**config.mk**
```make
export PLATFORM = sky130hd
export DESIGN_NAME = serial_adder
export DESIGN_NICKNAME = d
export VERILOG_FILES = /design/src/rtl/serial_adder.sv
export SDC_FILE = /design/constraint.sdc
export NUM_CORES = 1
export LEC_CHECK = 0
export CORE_AREA = 2 2 63 65
export CTS_BUF_LIST = sky130_fd_sc_hd__clkbuf_4
export CTS_CLUSTER_SIZE = 20
export DETAILED_ROUTE_END_ITERATION = 8
export DIE_AREA = 0 0 65 67
export GPL_TIMING_DRIVEN = 0
export PLACE_DENSITY = 0.85
export RECOVER_POWER = 25
export SLEW_MARGIN = 20
export SYNTH_ARGS = -nofsm -noshare
export SYNTH_HDL_FRONTEND = slang
export SYNTH_SLANG_ARGS = --single-unit
```
**constraint.sdc**
```tcl
create_clock -name clk -period 7.3 [get_ports clk]
set_input_delay 1.46 -clock clk [delete_from_list [all_inputs] [get_ports clk]]
set_output_delay 1.46 -clock clk [all_outputs]
set_load 0.03 [all_outputs]
```
**src/rtl/serial_adder.sv**
```systemverilog
// serial_adder: multi-cycle adder/subtractor that walks a WIDTH-bit operand
// pair through one DIGIT-bit ripple slice per clock, LSB slice first, with the
// slice carry registered between cycles.
//
// Ports:
//   clk, reset_n        rising-edge clock, asynchronous active-low reset
//   in_valid/in_ready   operand handshake (in_ready high only in IDLE)
//   a, b, cin, sub      operands, carry/borrow-in, 0=add 1=subtract
//   out_valid/out_ready result handshake (out_valid high only in DONE)
//   sum, co, ovf        result, carry-out of MSB (sub: 1 = no borrow),
//                       two's-complement overflow; held until next completion
module serial_adder #(
  parameter int unsigned WIDTH = 8,
  parameter int unsigned DIGIT = 1
) (
  input  logic             clk,
  input  logic             reset_n,
  input  logic             in_valid,
  output logic             in_ready,
  input  logic [WIDTH-1:0] a,
  input  logic [WIDTH-1:0] b,
  input  logic             cin,
  input  logic             sub,
  output logic             out_valid,
  input  logic             out_ready,
  output logic [WIDTH-1:0] sum,
  output logic             co,
  output logic             ovf
);

  localparam int unsigned N     = WIDTH / DIGIT;
  localparam int unsigned CNT_W = (N > 1) ? $clog2(N) : 1;
  localparam logic [CNT_W-1:0] LAST_SLICE = CNT_W'(N - 1);

  typedef enum logic [1:0] {
    IDLE = 2'd0,
    BUSY = 2'd1,
    DONE = 2'd2
  } state_t;

  state_t state, stateNext;

  logic [WIDTH-1:0] aReg, bReg, resReg, resNext;
  logic             carryReg;
  logic [CNT_W-1:0] cnt;

  logic             accept, step, finish;
  logic [31:0]      sliceBase;
  logic [DIGIT-1:0] aSlice, bSlice, sliceSum;
  logic [DIGIT:0]   sliceFull;
  logic             sliceCarry, msbCarryIn;

  // State register; in_ready/out_valid are flopped decodes of the next state
  always_ff @(posedge clk or negedge reset_n) begin
    if (!reset_n) begin
      state     <= IDLE;
      in_ready  <= 1'b1;
      out_valid <= 1'b0;
    end else begin
      state     <= stateNext;
      in_ready  <= (stateNext == IDLE);
      out_valid <= (stateNext == DONE);
    end
  end

  // Next-state decode
  always_comb begin
    stateNext = state;
    accept    = 1'b0;
    step      = 1'b0;
    finish    = 1'b0;
    case (state)
      IDLE: begin
        if (in_valid) begin
          accept    = 1'b1;
          stateNext = BUSY;
        end
      end
      BUSY: begin
        step = 1'b1;
        if (cnt == LAST_SLICE) begin
          finish    = 1'b1;
          stateNext = DONE;
        end
      end
      DONE: begin
        if (out_ready) stateNext = IDLE;
      end
      default: stateNext = IDLE;
    endcase
  end

  // One DIGIT-bit ripple slice selected by the digit counter
  always_comb begin
    sliceBase  = 32'(cnt) * DIGIT;
    aSlice     = aReg[sliceBase +: DIGIT];
    bSlice     = bReg[sliceBase +: DIGIT];
    sliceFull  = {1'b0, aSlice} + {1'b0, bSlice} + (DIGIT + 1)'(carryReg);
    sliceSum   = sliceFull[DIGIT-1:0];
    sliceCarry = sliceFull[DIGIT];
    // Carry into the slice MSB recovered from its sum bit: c = s ^ a ^ b
    msbCarryIn = aSlice[DIGIT-1] ^ bSlice[DIGIT-1] ^ sliceSum[DIGIT-1];
    resNext    = resReg;
    resNext[sliceBase +: DIGIT] = sliceSum;
  end

  // Operand capture, slice accumulation and result load
  always_ff @(posedge clk or negedge reset_n) begin
    if (!reset_n) begin
      aReg     <= '0;
      bReg     <= '0;
      resReg   <= '0;
      carryReg <= 1'b0;
      cnt      <= '0;
      sum      <= '0;
      co       <= 1'b0;
      ovf      <= 1'b0;
    end else begin
      if (accept) begin
        aReg     <= a;
        bReg     <= b ^ {WIDTH{sub}};
        carryReg <= cin ^ sub;
        cnt      <= '0;
        resReg   <= '0;
      end
      if (step) begin
        resReg   <= resNext;
        carryReg <= sliceCarry;
        if (!finish) cnt <= cnt + CNT_W'(1);
      end
      if (finish) begin
        sum <= resNext;
        co  <= sliceCarry;
        ovf <= msbCarryIn ^ sliceCarry;
      end
    end
  end

endmodule

```
==> results.json, run 1 <==
{
  "design.die.area_mm2": 0.00436,
  "mostFrequentLayoutCells": "dfrtp_1 (41), clkdlybuf4s50_1 (31), nand2_1 (21)",
  "num_antenna_cells": 0,
  "grt_max_degree": 27,
  "grt_use_total": 0.214,
  "p_sw_frac": 0.431,
  "layout.nets": 264,
  "initial_utilization": 0.587,
  "boundaryPins": 34,
  "start_kind": "register",
  "seq_power_share": 0.326,
  "cts_sinks": 42,
  "avgSynthCellArea_um2": 10.9,
  "area_growth_pct": 20.4,
  "drive_gt1_frac": 0.111,
  "synth_flop_cell": "dfrtp_1",
  "synth_edf_count": 0,
  "syn_area_mm2": 0.00212,
  "critPathTopFamily": "buffers and inverters",
  "root_buffer": "clkbuf_4",
  "hold_path_class": "reg -> reg",
  "ys_warn_count": 0,
  "cts_setup_buffers": 0,
  "layout_setup_ws_ps": 4290,
  "final_common_cell": "dfrtp_1",
  "crit_chain": "clkdlybuf4s50_1",
  "grt_pass1_wl_um": 6930,
  "slew-limit-headroom": 0.0757,
  "slew_violations": 0,
  "crit_buf_inv": 1,
  "drc": 0,
  "irDropWorstVdd_mv": 0.270,
  "dieWidth_um": 65,
  "gp_congestion": 0.871,
  "worstPathArrival_ps": 1550,
  "worstPathRequired_ps": 5840,
  "fin_skew_ps": 15.5,
  "switchingPower_mw": 0.512,
  "synth_cell_types": 35,
  "viasPerCell": 5.48,
  "synth_seq_area_share": 0.497,
  "crit_type": "reg -> out",
  "grt_use_met1": 0.235,
  "fin_crit_ps": 3010,
  "drt_pass1_iterations": 5,
  "routed_wl_um": 4040,
  "num_vias": 1551,
  "worstMarginPinSlew_ps": 1390,
  "cap_violations": 0,
  "dp_slack_ps": 4090,
  "p_comb_frac": 0.577,
  "rows": 22,
  "max_freq_mhz": 332,
  "cpPeakStageDelay_ps": 650,
  "cts_buffers": 5,
  "syn_inst": 194,
  "cts_hold_buffers": 0,
  "clock_path_buffers": 2,
  "cts_tree": "done",
  "cp_slowest_cell": "clkdlybuf4s50_1",
  "ys_ff_latch": 42,
  "ant_nets": 0,
  "finalHoldViolCount": 0,
  "post_drt_wl_per_cell_um": 14.3,
  "p_int_mw": 0.676,
  "synthDominantCellAreaShare": 0.484,
  "clock_latency_ps": 360,
  "worstSetupEndpointType": "primary output",
  "synthTopCellsByArea": "dfrtp_1 (48%), mux2i_1 (4.3%), mux4_2 (4.3%)",
  "clk_pin_slew_ps": 130,
  "post_cts_resized": 0,
  "setup_viol": 0,
  "p_leak_nw": 1.08,
  "grt_overflow": 0,
  "drtIter0Drc": 95,
  "synthArstFlopShare": 1.00,
  "met2_usage": 0.397,
  "port_buffers": 32,
  "dp_hpwl_um": 3050,
  "rsz0062_at_grt": "false",
  "grt_antenna_before_repair": 0,
  "status": "finished clean",
  "syn_nets": 224,
  "period_share": 0.413,
  "die_h_um": 67,
  "grt.met3_usage": 0.0405,
  "core_mm2": 0.00361,
  "tns_ps": 0,
  "busiest_layer": "met2",
  "powerDensity_mw_per_mm2": 466,
  "p_clk_frac": 0.097,
  "cts_max_level": 2,
  "synth.largest_area_cell": "dfrtp_1",
  "crit_fanout": 1,
  "grt_pass1_vias": 1575
}
metal layers:
metal  share of wire  up-vias
li1                -      751
met1            0.42      750
met2            0.51       43
met3           0.040        7
met4           0.020        0
met5               0        -
power groups by stage:
| stage | clock, mW | combinational, mW | sequential (mW) |
|---|---|---|---|
| after detailed placement | 0 | 0.687 | 0.393 |
| after global placement | 0 | 0.662 | 0.385 |
| after global routing | 0.128 | 0.753 | 0.398 |
| after floorplan | 0 | 0.466 | 0.429 |
| final | 0.115 | 0.686 | 0.387 |
| after CTS | 0.117 | 0.690 | 0.387 |
synthesized netlist by cell type (all sizes together) (5+ instances only):
library cell  number
o21ai             23
clkbuf             6
ha                 7
nand2             21
mux2i             10
xnor2             10
a21oi             13
dfrtp             41
inv                7
mux2               9
nor2              13
buf                5
state kept, by name (all words and copies together) (netlist names):
| name | count |
|---|---|
| aReg | 8 |
| bReg | 8 |
| resReg | 8 |
| sum | 8 |
| cnt | 3 |
| state | 2 |
| carryReg | 1 |
| co | 1 |
| in_ready | 1 |
| out_valid | 1 |
| ovf | 1 |
tightest hold or removal path, stage by stage (launching register included):
cell and delay, ps:
dfrtp_1 360, nand2_1 50, o21ai_1 60
path summary, 6_finish.rpt:
kind                          start        to  slack [ps]  cells past startpoint
min in group asynchronous   reset_n    sum[0]        1160                      1
min reg2reg                  sum[1]    sum[1]         500                      2
min                          sum[1]    sum[1]         500                      2
max reg2reg                  cnt[0]    sum[6]        4370                      7
max                        in_ready  in_ready        4290                      1
max in group asynchronous   reset_n  state[0]        4380                      2
cell families (layout without fill, tap and decap cells):
kind of cell | after synthesis | after routing | share of synthesized area
buffers and inverters | 18 | 59 | 0.0378
XOR/XNOR | 11 | 11 | 0.0455
adder cells (fa/ha/maj) | 8 | 8 | 0.0508
flip-flops | 42 | 42 | 0.497
AND/OR/NAND/NOR | 49 | 49 | 0.110
AO/OA/AOI/OAI | 43 | 43 | 0.115
multiplexers | 23 | 23 | 0.144
cell type report:
class                   count  area, µm²
fillers                   282       1060
well taps                  48       60.1
clock inverters             2       8.76
multi-input cells         134        986
repair buffers             33        318
flip-flops and latches     42       1050
inverters                   7       26.3
plain buffers              11       53.8
clock buffers               6       45.0
per-stage QoR:
| step | cell area, µm² | cells | power [mW] | utilization | hold slack [ps] |
|---|---|---|---|---|---|
| floorplan | 2120 | 194 | 0.895 | - | 450 |
| global placement | 2500 | 274 | 1.05 | 0.693 | 464 |
| detailed placement | 2510 | 275 | 1.08 | 0.697 | 470 |
| CTS | 2570 | 283 | 1.19 | 0.712 | 496 |
| global route | 2550 | 283 | 1.28 | 0.707 | 517 |
| finish | 2550 | 283 | 1.19 | 0.707 | 496 |
Note: power is estimated with default switching activity, not from simulation.
==> inputs of run 2 (changes only) <==
Settings changed: CORE_AREA 2 2 63 65 to 2 2 69 71, DIE_AREA 0 0 65 67 to 0 0 71 73, PLACE_DENSITY 0.85 to 0.75.
Clock period 7.3 ns to 2.7 ns, I/O delays scaled along.
==> run 2 against run 1 <==
Die area up 19%. The run now ends with capacitance limit, slew limit left. Total power rose to 3.0 times the previous value. Clock-buffer cell count down 1. Clock skew down 9.4 ps. Flip-flop and latch count unchanged. Utilization down 12 points. Sequential power rose to 2.7 times the previous value. First-iteration DRC count down 7.4%. Combinational power rose to 3.2 times the previous value. Final area up 3.8%. Worst hold slack worse by 300 ps.
==> results.json, run 2 (synthesis results as in run 1) <==
{
  "slew_violations": 31,
  "irDropWorstVdd_mv": 0.550,
  "dp_hpwl_um": 3020,
  "hold_path_class": "in -> async",
  "fin_skew_ps": 6.13,
  "powerDensity_mw_per_mm2": 1330,
  "grt_pass1_vias": 1609,
  "slew-limit-headroom": -0.0934,
  "gp_congestion": 0.901,
  "start_kind": "register",
  "cts_sinks": 42,
  "worstPathArrival_ps": 2860,
  "cap_violations": 1,
  "post_drt_wl_per_cell_um": 14.1,
  "rsz0062_at_grt": "true",
  "num_vias": 1532,
  "r2r_start": "cnt[0]",
  "drtIter0Drc": 88,
  "status": "complete, but fails checks",
  "mostFrequentLayoutCells": "dfrtp_1 (41), clkdlybuf4s50_1 (31), nand2_1 (21)",
  "grt_max_degree": 31,
  "num_antenna_cells": 0,
  "grt_use_total": 0.184,
  "crit_type": "reg -> reg",
  "grt_overflow": 0,
  "rows": 25,
  "period_share": 0.952,
  "design.die.area_mm2": 0.00518,
  "drc": 0,
  "root_buffer": "clkbuf_4",
  "worstMarginPinSlew_ps": 1640,
  "drt_pass1_iterations": 4,
  "routed_wl_um": 4130,
  "max_freq_mhz": 389,
  "dp_cells": 281,
  "final_cells": 293,
  "failed_checks": "capacitance limit, slew limit",
  "boundaryPins": 34,
  "grt_antenna_before_repair": 0,
  "worstPathRequired_ps": 2980,
  "finalHoldViolCount": 0,
  "ant_nets": 0,
  "place_area_mm2": 0.00252,
  "clock_path_buffers": 2,
  "final_area_mm2": 0.00265,
  "crit_start": "cnt[0]",
  "fin_crit_ps": 2570,
  "worstSetupEndpoint": "sum[5]",
  "grt_pass1_wl_um": 7400,
  "area_growth_pct": 24.9,
  "setup_viol": 0,
  "rr_worst_depth": 7,
  "viasPerCell": 5.23,
  "cts_tree": "done",
  "clk_pin_slew_ps": 120,
  "cts_max_level": 2,
  "final_common_cell": "dfrtp_1",
  "die_h_um": 73,
  "post-route-util": 0.583,
  "layout.nets": 268,
  "p_leak_nw": 1.10,
  "crit_fanout": 6,
  "port_buffers": 32,
  "worstSetupEndpointType": "register",
  "initial_utilization": 0.467,
  "cts_buffers": 5,
  "core_mm2": 0.00454,
  "r2r_end": "sum[5]",
  "clock_latency_ps": 360,
  "rrSetupSlack_ps": 130,
  "drive_gt1_frac": 0.138,
  "dieWidth_um": 71
}
-- run 2: changes by cell type in the layout (fill, tap and decap cells not counted), sizes merged --
cell | previous run | this run
clkinv | 2 | 3
buf | 5 | 9
clkbuf | 14 | 13
-- run 2: worst min-delay path by stage --
stage	startpoint	endpoint	slack [ps]	cells past startpoint
after floorplan	reset_n	aReg[0]	240	0
final	reset_n	out_valid	200	1
after CTS	reset_n	out_valid	60	1
after global routing	reset_n	out_valid	240	1
after detailed placement	reset_n	out_valid	460	1
after global placement	resReg[0]	resReg[0]	460	2
-- run 2: final cells by class --
| type | instances | area, µm² |
|---|---|---|
| plain buffers | 11 | 57.6 |
| clock buffers | 5 | 37.5 |
| clock inverters | 3 | 11.3 |
| fillers | 391 | 1890 |
| inverters | 7 | 26.3 |
| multi-input cells | 134 | 1050 |
| flip-flops and latches | 42 | 1050 |
| well taps | 54 | 67.6 |
| repair buffers | 37 | 348 |
-- run 2: what timing repair did --
action,in CTS,in global routing
hold buffers,0,0
pin swaps,0,2
endpoints found under the setup margin,12,12
gates resized for setup,3,7
setup buffers,0,4
-- run 2: metrics by stage --
stage | total power, mW | worst slack, ps | hold WS (ps) | setup TNS (ps)
6_report | 3.51 | 129 | 198 | 0
5_1_grt | 3.80 | -33.7 | 244 | -33.7
4_1_cts | 3.27 | -30.5 | 60.0 | -51.4
3_5_place_dp | 2.91 | -190 | 460 | -1290
3_3_place_gp | 2.84 | -142 | 464 | -942
2_1_floorplan | 2.42 | 156 | 244 | 0
-- run 2: worst max-delay path, cell delays in order, from the launching register on --
cell and delay (ps):
dfrtp_1 410, buf_8 140, mux4_2 530, mux2i_4 210
fa_2 550, nor4b_4 380, mux2i_1 130, o21ai_1 140
-- run 2: power breakdown --
group | switching [mW] | leakage, nW | internal [mW] | total (mW)
clock | 0.203 | 0.0277 | 0.0930 | 0.296
sequential | 0.143 | 0.524 | 0.899 | 1.04
combinational | 1.17 | 0.553 | 1.00 | 2.17
-- run 2: per-layer routing --
layer  global-route usage  up-vias  wire, µm
met5                    0        -         0
met4               0.0608        0        61
met3               0.0456        6       190
met2                0.332       44      2020
met1                0.213      721      1860
li1                     -      761         -
